--- src/rtl/ascon_loader.sv ---
// Operand loader for the Ascon permutation controller. It takes a header byte
// that selects the operation, then assembles 16 or 48 payload bytes MSB-first
// into three 128-bit operand registers, and issues a launch strobe once the
// downstream controller is idle.
module ascon_loader (
  input  logic         clk,
  input  logic         rst_n,
  input  logic [7:0]   data_in,
  input  logic         data_valid,
  output logic         data_ready,
  input  logic         load_abort,
  input  logic         core_idle,
  output logic [127:0] reg0_128b,
  output logic [127:0] reg1_128b,
  output logic [127:0] reg2_128b,
  output logic [2:0]   operation_mode,
  output logic         operation_ready,
  output logic         mode_err
);

  typedef enum logic [1:0] {StIdle, StLoad, StReady} state_e;

  state_e       state_q, state_d;
  logic [5:0]   cnt_q;
  logic         long_q;      // 1: 48-byte load (encrypt/decrypt), 0: 16-byte load
  logic [127:0] reg0_q, reg1_q, reg2_q;
  logic [2:0]   mode_q;
  logic         mode_err_q;

  logic         hdr_long, hdr_short;
  logic         hdr_take, hdr_bad, byte_take, launch;
  logic [5:0]   last_idx;
  logic [6:0]   byte_lsb;

  assign hdr_long  = (data_in[2:0] == 3'b001) || (data_in[2:0] == 3'b010);
  assign hdr_short = (data_in[2:0] == 3'b011) || (data_in[2:0] == 3'b100) ||
                     (data_in[2:0] == 3'b101);
  assign last_idx  = long_q ? 6'd47 : 6'd15;
  // Byte k%16 lands at bits [127-8*(k%16) -: 8], i.e. LSB index 8*(15-k%16).
  assign byte_lsb  = {~cnt_q[3:0], 3'b000};

  // Next-state decode and per-cycle action strobes.
  always_comb begin
    state_d   = state_q;
    hdr_take  = 1'b0;
    hdr_bad   = 1'b0;
    byte_take = 1'b0;
    launch    = 1'b0;
    case (state_q)
      StIdle: begin
        // An abort in IDLE suppresses header acceptance for that cycle.
        if (data_valid && !load_abort) begin
          if (hdr_long || hdr_short) begin
            hdr_take = 1'b1;
            state_d  = StLoad;
          end else begin
            hdr_bad = 1'b1;
          end
        end
      end
      StLoad: begin
        if (load_abort) begin
          state_d = StIdle;
        end else if (data_valid) begin
          byte_take = 1'b1;
          if (cnt_q == last_idx) state_d = StReady;
        end
      end
      StReady: begin
        if (load_abort) begin
          state_d = StIdle;
        end else if (core_idle) begin
          launch  = 1'b1;
          state_d = StIdle;
        end
      end
      default: state_d = StIdle;
    endcase
  end

  // State register.
  always_ff @(posedge clk) begin
    if (!rst_n) state_q <= StIdle;
    else        state_q <= state_d;
  end

  // Operand registers, byte counter, mode and error pulse.
  always_ff @(posedge clk) begin
    if (!rst_n) begin
      cnt_q      <= 6'd0;
      long_q     <= 1'b0;
      reg0_q     <= '0;
      reg1_q     <= '0;
      reg2_q     <= '0;
      mode_q     <= 3'b000;
      mode_err_q <= 1'b0;
    end else begin
      mode_err_q <= hdr_bad;
      if (hdr_take) begin
        mode_q <= data_in[2:0];
        long_q <= hdr_long;
        cnt_q  <= 6'd0;
        reg0_q <= '0;
        reg1_q <= '0;
        reg2_q <= '0;
      end else if (byte_take) begin
        cnt_q <= cnt_q + 6'd1;
        case (cnt_q[5:4])
          2'd0:    reg0_q[byte_lsb +: 8] <= data_in;
          2'd1:    reg1_q[byte_lsb +: 8] <= data_in;
          2'd2:    reg2_q[byte_lsb +: 8] <= data_in;
          default: ;
        endcase
      end
    end
  end

  // Ready is forced high while reset is asserted so upstream sees a clean IDLE.
  assign data_ready      = !rst_n || (state_q != StReady);
  assign operation_ready = rst_n && launch;
  assign mode_err        = mode_err_q;
  assign reg0_128b       = reg0_q;
  assign reg1_128b       = reg1_q;
  assign reg2_128b       = reg2_q;
  assign operation_mode  = mode_q;

endmodule

--- config.mk ---
export PLATFORM = sky130hd
export DESIGN_NAME = ascon_loader
export DESIGN_NICKNAME = d
export VERILOG_FILES = /design/src/rtl/ascon_loader.sv
export SDC_FILE = /design/constraint.sdc
export NUM_CORES = 1
export LEC_CHECK = 0
export ABC_AREA = 1
export ABC_CLOCK_PERIOD_IN_PS = 3350
export CORE_MARGIN = 5
export CORE_UTILIZATION = 40
export DETAILED_ROUTE_END_ITERATION = 12
export PLACE_DENSITY_LB_ADDON = 0.1
export SLEW_MARGIN = 30
export SYNTH_ARGS = -nofsm -noshare
export SYNTH_HDL_FRONTEND = slang
export SYNTH_SLANG_ARGS = --single-unit
--- constraint.sdc ---
create_clock -name clk -period 3.35 [get_ports clk]
set_clock_uncertainty 0.1 [all_clocks]
set_input_delay 0.335 -clock clk [delete_from_list [all_inputs] [get_ports clk]]
set_output_delay 0.335 -clock clk [all_outputs]
set_load 0.005 [all_outputs]
## Yosys cells after proc, flatten, opt, wreduce, memory -nomap -nowiden

Cells that the tools add are included.
W data, S select, Z words.

| storage, ports and cells | value |
|---|---|
| word-level logic and storage cells | 69 |
| output and inout bits | 390 |
| input port bits | 13 |
| flip-flop bits (word level) | 397 |

| cells by class | value |
|---|---|
| reductions and logical operators | 17 |
| eq/ne operators | 16 |
| shift operators | 2 |
| mux-type cells | 22 |
| bitwise gates (word level) | 2 |
| $add $sub $neg | 2 |

Operators with widths:

| operator | number |
|---|---|
| $bwmux W128 | 3 |
| $shift A8 B9 Y128 const A | 1 |
| $shiftx A8 B9 Y128 | 1 |
| $mux W2 | 7 |
| $mux W1 | 10 |
| $ne A3 B3 Y1 const B | 3 |
| $neg A7 Y9 | 1 |
| $add A6 B1 Y6 const B | 1 |
| $eq A3 B2 Y1 const B | 2 |
| $eq A3 B3 Y1 const B | 2 |
| $eq A6 B6 Y1 | 1 |
| $mux W6 | 1 |
| $ne A2 B2 Y1 const B | 3 |
| $pmux W2 S3 | 1 |
| $reduce_and A2 Y1 | 3 |
| $logic_or A1 B1 Y1 | 5 |
| $reduce_and A5 Y1 | 1 |
| $eq A2 B1 Y1 const B | 2 |
| $eq A2 B2 Y1 const B | 2 |
| $logic_not A2 Y1 | 2 |
| $not A4 Y4 | 1 |
| $eq A3 B1 Y1 const B | 1 |
| $reduce_and A3 Y1 | 1 |
| $logic_and A1 B1 Y1 | 2 |
| 3 further kinds | 4 |

## Depth between registers and ports, before layout

| logic depth | value |
|---|---|
| word-level depth | 8 |
| depth in mapped cells | 12 |
| mapped depth without buffers | 11 |

## Worst setup path before layout

OpenSTA, ideal clock, no wires.

| path | value |
|---|---|
| kind | reg-to-reg |
| start | reg cnt_q[0] |
| end | reg reg1_q[3], in the netlist reg1_128b[3] |
| path slack | 915 ps |
| stages on the path, launching flop included | 9 |
| data arrival time | 2,264 ps |
| required time | 3,180 ps |
| buffers on the path | 3 |
| cell sequence | dfxtp_1 clkinv_1 buf_2 ha_1 buf_1 nor3_2 clkbuf_1 nand3_1 a21oi_1 |

| on the way | value |
|---|---|
| cells in the longest elaborated chain, start to end | 4 |
| elaborated cells on any way between the ends | 5 |
| classes of those cells | 1 x add/sub; 2 x shift; 1 x mux; 1 x bitwise |

RTL lines:

| item | RTL line | source |
|---|---|---|
| start, declared | 24 | `logic [5:0] cnt_q;` |
| start signal, assigned | 107 | `cnt_q <= cnt_q + 6'd1;` |
| $not A4 Y4 * | 40 | `assign byte_lsb = {~cnt_q[3:0], 3'b000};` |
| net byte_lsb[3] | 33 | `logic [6:0] byte_lsb;` |
| $neg A7 Y9 * | 110 | `2'd1: reg1_q[byte_lsb +: 8] <= data_in;` |
| $shiftx A8 B9 Y128 or $shift A8 B9 Y128 (tied branches) | 110 |  |
| $bwmux W128 * | 110 |  |
| end signal, assigned by index | 110 |  |
| end, declared | 26 | `logic [127:0] reg0_q, reg1_q, reg2_q;` |

The timed path passes the listed nets; every way through them passes the cells marked *.
A chain may end at the register's enable or synchronous reset.

## Worst setup path in the final report

| path | value |
|---|---|
| start | reg cnt_q[0] |
| end | reg reg2_q[113], in the netlist reg2_128b[113] |

| on the way | value |
|---|---|
| cells in the longest elaborated chain, start to end | 4 |
| elaborated cells on any way between the ends | 5 |
| classes of those cells | 1 x add/sub; 2 x shift; 1 x mux; 1 x bitwise |

RTL lines:

| item | RTL line | source |
|---|---|---|
| $not A4 Y4 * | 40 |  |
| $neg A7 Y9 * | 111 | `2'd2: reg2_q[byte_lsb +: 8] <= data_in;` |
| $shiftx A8 B9 Y128 or $shift A8 B9 Y128 (tied branches) | 111 |  |
| $bwmux W128 * | 111 |  |
| end signal, assigned by index | 111 |  |
| end, declared | 26 |  |

Mark *: on every way between the ends. The rest lies on a longest branch, timed or not.

==> run summary <==
register area share after synthesis - 0.476
GR Layer Usage met1 - 0.296
placer congestion estimate - 0.844
Relative slew margins - 0.400
fraction of registers with async set/reset - 0
Routed WL - 58600 um
most numerous cell in the Yosys netlist - nand2_1
layout cells sized above 1 - 0.0598
Synth area leader - dfxtp_1
RSZ-0062 raised after global routing - false
Crit Path Category - flop to flop
reg-to-reg critical path startpoint - cnt_q[0]
number of synthesized flops with an enable pin - 0
Worst Max-Slew Pin Slew - 901 ps
crit path max fanout - 16
number of max-cap violations - 0
design internal power - 8.01 mW
Hold Startpoint - data_in[1]
Residual DRC - 0
syn_area_per_cell - 6.75 um^2
P&R area growth vs syn - 36.0%
critical path data arrival time - 3240 ps
vias per cell - 4.75
synth warn - 0
clk sinks - 397
Finished Cell Area - 22700 um^2
Synth cell types - 29
hold crit path type - input port to flop
Placed Area - 21100 um^2
Clock Power Share - 0.505
Placement Setup Slack - 438 ps
post-synth top area share - 0.476
PortBufs - 402
GR Overflow Total - 0
WP data required - 3650 ps
drt pass-1 iters - 5
# setup viols final - 0
number of DRC markers in iteration 0 - 1152
Post-synth top flop - dfxtp_1
Fin. Hold Viols - 0
vias in the first global route - 15020
# IOs - 403
Die X - 214 um
initial antenna violation count - 4
Worst Setup SP - cnt_q[0]
Die Ht - 214 um
Net Sw Frac - 0.222
WL/cell - 17.3 um
Mapped Cells - 2474
final slew viol count - 0
Clock Latency Late Sink - 570 ps
area of the mapped netlist - 16700 um^2
CTS clk-pin slew, worst paths - 60 ps
Max IR drop VDD - 0.000346 V
CTS max path bufs - 3
GR Util met2 - 0.411
largest cells by area after synthesis - dfxtp_1 (48%), nand2_1 (15%), nor2_1 (14%)
Starting Density - 0.406
Final WS setup - 419 ps
Tmin final - 2930 ps
#FFs+latches synth - 397
Critical Path End Type - flop
worst hold slack - 53.9 ps
fin crit share - 0.875
GRT met3 Usage - 0.0729
NetSw - 2.29 mW
Fmax - 341 MHz
status - completed
core area - 41100 um^2
CTS root buffer - clkbuf_16
pin count of the biggest net entering global routing - 86
Cell Pwr Density - 453 nW/um^2
Setup TNS - 0 ps
Seq pwr share - 0.459
first-pass GRT wire length - 89300 um
placed wire-length estimate - 40800 um
Comb power frac - 0.035
via count - 16103
Layout Nets - 2837
Post CTS Setup Buffer Count - 0
GRT Max-Usage Layer - met2
cts repair resizes - 0
CP Launch Type - flop
leak pwr - 10.1 nW
hold buffer count at cts - 0
die area - 45900 um^2
H-tree levels - 2
Net Count, Synth - 2490
CTS tree - yes
Post-synth top cells - nand2_1 (659), nor2_1 (630), dfxtp_1 (397), inv_1 (284), nand3_1 (133)
GRT Util Overall - 0.243
Num CTS Buffers - 45
Rows - 74
ANT nets after route - 0
==> registers in the layout, summed over array words and instances (netlist names) <==
| name | cells |
|---|---|
| reg0_128b | 128 |
| reg1_128b | 128 |
| reg2_128b | 128 |
| cnt_q | 6 |
| operation_mode | 3 |
| state_q | 2 |
| long_q | 1 |
| mode_err | 1 |
==> metal layers <==
layer / up-vias / part of all wire
li1: 8180 / -
met1: 7334 / 0.41
met2: 498 / 0.48
met3: 89 / 0.081
met4: 2 / 0.028
met5: - / 0.00020
==> power by group through the flow <==
stage	Sequential (mW)	Clock (mW)	Combinational [mW]
floorplan	4.83	0	0.219
global placement	4.83	0	0.364
detailed placement	4.83	0	0.365
CTS	4.73	5.31	0.365
global route	4.73	5.52	0.393
finish	4.73	5.21	0.365
==> critical path: stages (launching register included) <==
cell	delay, ps
dfxtp_1	470
clkinv_1	140
ha_1	550
nand3_1	350
nor2_4	440
buf_4	260
nand3_1	230
nand2_1	140
a21oi_1	70
==> cell type report <==
cell class | count | area [um^2]
tap | 532 | 666
clock buffer | 70 | 1410
sequential | 397 | 7950
timing repair buffer | 445 | 4430
fill | 3964 | 18400
multi-input combinational | 1641 | 6980
antenna | 3 | 7.51
inverter | 291 | 1100
clock inverter | 14 | 176
==> cell usage in the layout (no fill, tap or decap), types with 15 or more instances in the layout <==
cell and n:
a21oi_1 84, buf_4 35, clkbuf_16 47, clkbuf_8 15, clkdlybuf4s50_1 399, dfxtp_1 397, inv_1 284, nand2_1 658
nand3_1 133, nand3_2 17, nand4_1 79, nor2_1 630
==> per-stage QoR <==
stage | instances | power (mW) | utilization
floorplan | 2474 | 5.05 | -
global placement | 3306 | 5.20 | 0.514
detailed placement | 3306 | 5.20 | 0.514
CTS | 3390 | 10.4 | 0.553
global route | 3393 | 10.6 | 0.553
finish | 3393 | 10.3 | 0.553
==> worst paths after layout <==
| kind | endpoint | slack, ps | cells past startpoint |
|---|---|---|---|
| worst max register to register | reg2_128b[113] | 420 | 8 |
| worst min register to register | reg2_128b[82] | 360 | 2 |
| worst min-delay path | reg1_128b[113] | 50 | 3 |
| worst max-delay path | reg2_128b[113] | 420 | 8 |
==> kinds of logic (layout without fill, tap and decap cells) <==
group	after synthesis	after routing	share of synthesized area
buffers and inverters	436	820	0.107
xor gates and xnor gates	2	2	0.00105
AOI/OAI and AO/OA	89	89	0.0268
other	0	3	0
adders and majority gates	3	3	0.00225
and+or+nand+nor	1547	1547	0.387
DFF	397	397	0.476
(Power assumes the default switching activity.)
